<file path="config.mk">
export PLATFORM = sky130hd
export DESIGN_NAME = switch_outport_arbiter
export DESIGN_NICKNAME = d
export VERILOG_FILES = /design/src/rtl/switch_outport_arbiter.sv
export SDC_FILE = /design/constraint.sdc
export NUM_CORES = 1
export LEC_CHECK = 0
export BUFFER_PORTS_ARGS = -buffer_cell sky130_fd_sc_hd__buf_2
export CORE_ASPECT_RATIO = 0.7
export CORE_UTILIZATION = 62
export CTS_BUF_LIST = sky130_fd_sc_hd__clkbuf_8
export DETAILED_ROUTE_END_ITERATION = 8
export MAX_ROUTING_LAYER = met4
export PLACE_DENSITY = 0.89
export SYNTH_ARGS = -nofsm -noshare
export SYNTH_HDL_FRONTEND = slang
export SYNTH_SLANG_ARGS = --single-unit
</file>
<file path="constraint.sdc">
create_clock -name clk -period 9.35 [get_ports clk]
set_input_delay 0.935 -clock clk [delete_from_list [all_inputs] [get_ports clk]]
set_output_delay 0.935 -clock clk [all_outputs]
set_load 0.005 [all_outputs]
</file>
<file path="src/rtl/switch_outport_arbiter.sv">
// switch_outport_arbiter
//   Output-side allocator for the switch crossbar. Each outport runs a small
//   IDLE/LOCKED state machine. In IDLE it grants inports in round-robin order.
//   A multi-flit packet locks the outport to its owner until the tail flit
//   has been sent. Per-outport/per-VC counters track the free slots in the
//   downstream buffers. A flit is only granted when its VC has at least one
//   credit.
//   Grants are combinational: they come from the registered state and the
//   current requests. All state changes on the rising edge of clk.
module switch_outport_arbiter #(
  parameter int NUM_INPORTS  = 4,
  parameter int NUM_OUTPORTS = 4,
  parameter int NUM_VCS      = 2,
  parameter int BUFFER_SIZE  = 8,
  localparam int IW = (NUM_INPORTS  > 1) ? $clog2(NUM_INPORTS)  : 1,
  localparam int OW = (NUM_OUTPORTS > 1) ? $clog2(NUM_OUTPORTS) : 1,
  localparam int VW = (NUM_VCS      > 1) ? $clog2(NUM_VCS)      : 1,
  localparam int CW = $clog2(BUFFER_SIZE + 1)
) (
  input  logic                                         clk,
  input  logic                                         nrst,
  input  logic [NUM_INPORTS-1:0]                       i_req,
  input  logic [NUM_INPORTS-1:0][OW-1:0]               i_req_outport,
  input  logic [NUM_INPORTS-1:0][VW-1:0]               i_req_vc,
  input  logic [NUM_INPORTS-1:0]                       i_req_tail,
  input  logic [NUM_OUTPORTS-1:0][NUM_VCS-1:0]         i_credit_return,
  output logic [NUM_INPORTS-1:0]                       o_grant,
  output logic [NUM_OUTPORTS-1:0]                      o_outport_valid,
  output logic [NUM_OUTPORTS-1:0][IW-1:0]              o_outport_sel,
  output logic [NUM_OUTPORTS-1:0][VW-1:0]              o_outport_vc,
  output logic [NUM_OUTPORTS-1:0]                      o_locked,
  output logic [NUM_OUTPORTS-1:0][NUM_VCS-1:0][CW-1:0] o_credits,
  output logic                                         o_credit_overflow
);

  typedef enum logic {
    ST_IDLE   = 1'b0,
    ST_LOCKED = 1'b1
  } state_t;

  // Per-outport results. The generate blocks below collect them here so
  // that the grant and credit logic can see every outport.
  logic [NUM_OUTPORTS-1:0]                      w_valid;
  logic [NUM_OUTPORTS-1:0][IW-1:0]              w_sel;
  logic [NUM_OUTPORTS-1:0][VW-1:0]              w_vc;
  logic [NUM_OUTPORTS-1:0]                      w_lock;
  logic [NUM_OUTPORTS-1:0][NUM_VCS-1:0][CW-1:0] w_credits;
  logic [NUM_OUTPORTS-1:0][NUM_VCS-1:0]         w_ovf_hit;
  logic                                         r_overflow;

  genvar gi, vi;

  generate
    for (gi = 0; gi < NUM_OUTPORTS; gi++) begin : g_out
      state_t        r_state;
      logic [IW-1:0] r_owner;
      logic [VW-1:0] r_owner_vc;
      logic [IW-1:0] r_rr;
      logic          w_valid_o;
      logic [IW-1:0] w_sel_o;
      logic [VW-1:0] w_vc_o;
      logic          w_tail_o;
      logic [IW-1:0] w_cand;

      // Pick the inport that owns this outport for the current cycle.
      always_comb begin
        w_valid_o = 1'b0;
        w_sel_o   = '0;
        w_vc_o    = '0;
        w_tail_o  = 1'b0;
        w_cand    = '0;
        if (r_state == ST_LOCKED) begin
          // Only the owner may send. The VC latched at the head flit is
          // used, whatever req_vc shows now.
          if (i_req[r_owner] && (i_req_outport[r_owner] == OW'(gi)) &&
              (w_credits[gi][r_owner_vc] != '0)) begin
            w_valid_o = 1'b1;
            w_sel_o   = r_owner;
            w_vc_o    = r_owner_vc;
            w_tail_o  = i_req_tail[r_owner];
          end
        end else begin
          // Round-robin scan. It starts one past the last winner, so the
          // last winner has the lowest priority.
          for (int k = 1; k <= NUM_INPORTS; k++) begin
            w_cand = IW'((int'(r_rr) + k) % NUM_INPORTS);
            if (!w_valid_o && i_req[w_cand] &&
                (i_req_outport[w_cand] == OW'(gi)) &&
                (w_credits[gi][i_req_vc[w_cand]] != '0)) begin
              w_valid_o = 1'b1;
              w_sel_o   = w_cand;
              w_vc_o    = i_req_vc[w_cand];
              w_tail_o  = i_req_tail[w_cand];
            end
          end
        end
        // No flit may move while the block is held in reset.
        if (!nrst) begin
          w_valid_o = 1'b0;
        end
      end

      // Lock state, packet owner and round-robin pointer for this outport.
      always_ff @(posedge clk or negedge nrst) begin
        if (!nrst) begin
          r_state    <= ST_IDLE;
          r_owner    <= '0;
          r_owner_vc <= '0;
          r_rr       <= IW'(NUM_INPORTS - 1);
        end else if (w_valid_o) begin
          r_rr <= w_sel_o;
          case (r_state)
            ST_IDLE: begin
              if (!w_tail_o) begin
                r_state    <= ST_LOCKED;
                r_owner    <= w_sel_o;
                r_owner_vc <= w_vc_o;
              end
            end
            ST_LOCKED: begin
              if (w_tail_o) begin
                r_state <= ST_IDLE;
              end
            end
            default: r_state <= ST_IDLE;
          endcase
        end
      end

      assign w_valid[gi] = w_valid_o;
      assign w_sel[gi]   = w_sel_o;
      assign w_vc[gi]    = w_vc_o;
      assign w_lock[gi]  = (r_state == ST_LOCKED);

      for (vi = 0; vi < NUM_VCS; vi++) begin : g_vc
        logic [CW-1:0] r_cnt;
        logic          w_dec;
        logic          w_inc;

        assign w_dec = w_valid_o && (w_vc_o == VW'(vi));
        assign w_inc = i_credit_return[gi][vi];
        // A return with no matching grant while the counter is already
        // full means the downstream side gave back a credit it never had.
        assign w_ovf_hit[gi][vi] = w_inc && !w_dec && (r_cnt == CW'(BUFFER_SIZE));

        // Downstream credit counter. A grant and a return in the same
        // cycle cancel. A grant needs a nonzero count, so the counter
        // cannot underflow.
        always_ff @(posedge clk or negedge nrst) begin
          if (!nrst) begin
            r_cnt <= CW'(BUFFER_SIZE);
          end else if (w_dec && !w_inc) begin
            r_cnt <= r_cnt - CW'(1);
          end else if (w_inc && !w_dec && (r_cnt != CW'(BUFFER_SIZE))) begin
            r_cnt <= r_cnt + CW'(1);
          end
        end

        assign w_credits[gi][vi] = r_cnt;
      end
    end
  endgenerate

  // Sticky overflow flag. Only reset clears it.
  always_ff @(posedge clk or negedge nrst) begin
    if (!nrst) begin
      r_overflow <= 1'b0;
    end else if (|w_ovf_hit) begin
      r_overflow <= 1'b1;
    end
  end

  // Each inport targets only one outport, so OR-ing the per-outport
  // grants gives at most one grant per inport.
  always_comb begin
    o_grant = '0;
    for (int o = 0; o < NUM_OUTPORTS; o++) begin
      for (int i = 0; i < NUM_INPORTS; i++) begin
        if (w_valid[o] && (w_sel[o] == IW'(i))) begin
          o_grant[i] = 1'b1;
        end
      end
    end
  end

  assign o_outport_valid   = w_valid;
  assign o_outport_sel     = w_sel;
  assign o_outport_vc      = w_vc;
  assign o_locked          = w_lock;
  assign o_credits         = w_credits;
  assign o_credit_overflow = r_overflow;

endmodule

</file>
==> impl_metrics.toml <==
[status]
status = "finished, final reports clean"

[die]
die_y_um = 92.8
rows = 32
initial_core_util = 0.649
dieArea_mm2 = 0.0122
core_region_area_mm2 = 0.0113
die_x_um = 132
ios = 87

[grt]
grt_max_degree = 50
grtUsageMet1 = 0.479
grt_usage = 0.343
grt_use_met2 = 0.500
grt_overflow = 0
antenna_found_initial = 0
grt_pass1_wl_mm = 32.4
grt.busiest_layer = "met2"
grt_util_met3 = 0.0843
grt_pass1_vias = 6205

[setup_path]
rr_worst_depth = 13
critPathCaptureType = "output port"
critPathMaxFanout = 8
rrSetupSlack_ns = 5.01
reg2reg_from = "g_out[2].r_rr[1]"
worstPathArrival_ns = 4.42
critical_path.endpoint = "o_grant[0]"
crit_type = "flip-flop to output port"
cp-start-kind = "flip-flop"
critPathLaunch = "g_out[3].g_vc[0].r_cnt[0]"
reg2reg_to = "g_out[2].g_vc[0].r_cnt[3]"
crit_required_ns = 8.42

[synthesis]
synth_compound_area_frac = 0.188
syn-num-nets = 842
synth_top_family_by_area = "multiplexers"
ys.warnings.count = 0
synth-simple-area-share = 0.217
yosysTopAreaCell = "dfrtp_1"
synth_ff_type = "dfrtp_1"
syn-cell-area_mm2 = 0.00731
synthAdderAreaFrac = 0.0493
yosysUniqueCellTypes = 103
ys_seq_elements = 57
synthMuxAreaShare = 0.244
yosysSeqAreaShare = 0.198
synth.area.top_cells = "dfrtp_1, mux4_2, mux2i_1"
postSynthCellCount = 788
synth.top_cell.area_share = 0.140
synthXorXnorAreaFrac = 0.0264
synth-edff-count = 0
syn_area_per_cell_um2 = 9.27
async_flop_share = 1.00

[finish]
fin_nets = 883
seq_area_mm2 = 0.00145
fillers = 912
antenna-diode-count = 0
post_route_cells_drive_above_1_share = 0.266
stdcell_area_mm2 = 0.00773
fin_util = 0.687
area_delta_synth_final_pct = 5.79
layout_common_cells = "buf_2, nand2_1, mux2i_1"
multiInputGateArea_mm2 = 0.00529
mostFrequentLayoutCell = "buf_2"

[place]
portBuffers = 86
gp_congestion = 1.01
dpl.hpwl_mm = 14.8
place_area_mm2 = 0.00757

[sta]
final_max_slew_viol_count = 0
finalCritPeriodShare = 0.573
setup_viol = 0
max_slew_margin = 0.0897
hold_ws_ns = 0.514
tightest_slew_ns = 1.35
tns_ns = 0
clock-skew-final_ns = 0.0124
hold_violations = 0
fin_crit_ns = 5.35
max_freq_mhz = 187
rsz0062_at_grt = "false"

[detailed_routing]
wirelength_mm = 19.7
final_antenna_net_count = 0
wire_per_inst_um = 19.9
drc = 0
num_vias = 6784
drtIter0Drc = 779
vias_per_cell = 6.87
dr.pass1.iters = 5

[clocking]
cts_sinks = 57
numCtsBuffers = 9
cts_hold_buf = 0
clockRootBuffer = "clkbuf_8"
cts_resized = 0
cts.path.max_buffers = 2
cts.clk_slew.worst_paths_ns = 0.07
htreeDepth = 3
clock_latency_ns = 0.35
cts_tree = "yes"
postCtsSetupBuffers = 0

[pwr]
cellPowerDensity_mw_per_mm2 = 299
power_leakage_uw = 0.00326
peakVddDrop_uv = 190

[worst_hold_path]
hold_class = "flip-flop to flip-flop"

[job]
drv_cap = 0
-- worst max-delay path, stage by stage (launching register included) --
cell and delay, ns:
dfrtp_1 0.46, nor4_1 0.97, mux2i_1 0.29, and2_1 0.28, o21ai_0 0.16, a22oi_1 0.10
o31ai_1 1.09, o22ai_1 0.22, or3_1 0.37, buf_2 0.13
-- power breakdown --
part           switching, uW  internal, uW
combinational            749           688
clock                    111          93.1
sequential               274           393
total                   1130          1170
-- layer usage --
metal,share of wire,vias up
met5,0,-
met4,0.014,0
met3,0.11,34
met2,0.44,397
met1,0.44,3249
li1,-,3104
-- Yosys cell counts, types with 4 or more instances --
master	instances
nand2_1	69
mux2i_1	46
inv_1	42
dfrtp_1	41
mux4_2	41
nor2_1	36
o21ai_0	30
a21oi_1	28
nand3_1	22
mux2_2	21
buf_2	20
buf_4	16
dfstp_2	16
ha_1	16
xnor2_1	16
nor3_1	15
clkbuf_1	13
nand4_1	13
o211ai_1	12
and2_1	11
nand2b_1	11
nand3b_1	11
a211oi_1	10
a21o_1	10
a31oi_1	10
and3_1	10
o22ai_1	10
and3b_1	8
fa_1	8
nor4_1	8
or4_1	8
nor3b_1	7
nand4b_1	6
nor2b_1	6
xor2_1	6
buf_6	5
a32o_1	4
clkbuf_8	4
clkinv_1	4
mux2_1	4
o21a_1	4
or2_2	4
or3b_1	4
-- area by class of cell --
class / instances / area share
Clock inverter: 7 / 0.00502
Clock buffer: 9 / 0.0160
Sequential cell: 57 / 0.187
Tap cell: 153 / 0.0248
Multi-Input combinational cell: 623 / 0.685
Timing Repair Buffer: 89 / 0.0586
Inverter: 49 / 0.0238
-- how the worst min path moves through the flow --
stage / slack, ns / start / end / cells after the start
finish: 0.51 / g_out[3].g_vc[0].r_cnt[3] / g_out[3].g_vc[0].r_cnt[3] / 1
detailed placement: 0.51 / g_out[3].g_vc[0].r_cnt[3] / g_out[3].g_vc[0].r_cnt[3] / 1
global placement: 0.50 / g_out[3].g_vc[0].r_cnt[3] / g_out[3].g_vc[0].r_cnt[3] / 1
global route: 0.52 / g_out[3].g_vc[0].r_cnt[3] / g_out[3].g_vc[0].r_cnt[3] / 1
floorplan: 0.49 / g_out[3].g_vc[0].r_cnt[3] / g_out[3].g_vc[0].r_cnt[3] / 1
CTS: 0.51 / g_out[3].g_vc[0].r_cnt[3] / g_out[3].g_vc[0].r_cnt[3] / 1
-- through the flow --
stage,instances,worst slack (ns),total power [uW]
after global placement,971,4.57,2040
after global routing,987,3.77,2490
after CTS,987,4.23,2290
after floorplan,788,4.97,1740
final,987,4.00,2310
after detailed placement,971,4.45,2070
-- state kept, by name, summed over array words and instances, names as in the netlist --
register and count:
g_out.g_vc.r_cnt 32, g_out.r_owner 8, g_out.r_rr 8, g_out.r_owner_vc 4
g_out.r_state 4, o_credit_overflow 1
-- kinds of logic after synthesis --
family	Yosys count
muxes	118
DFF	57
adders and majority gates	24
xor gates and xnor gates	22
buffers and inverters	108
AOI/OAI and AO/OA	182
and+or+nand+nor	277
Power figures use the tool's default switching activity.
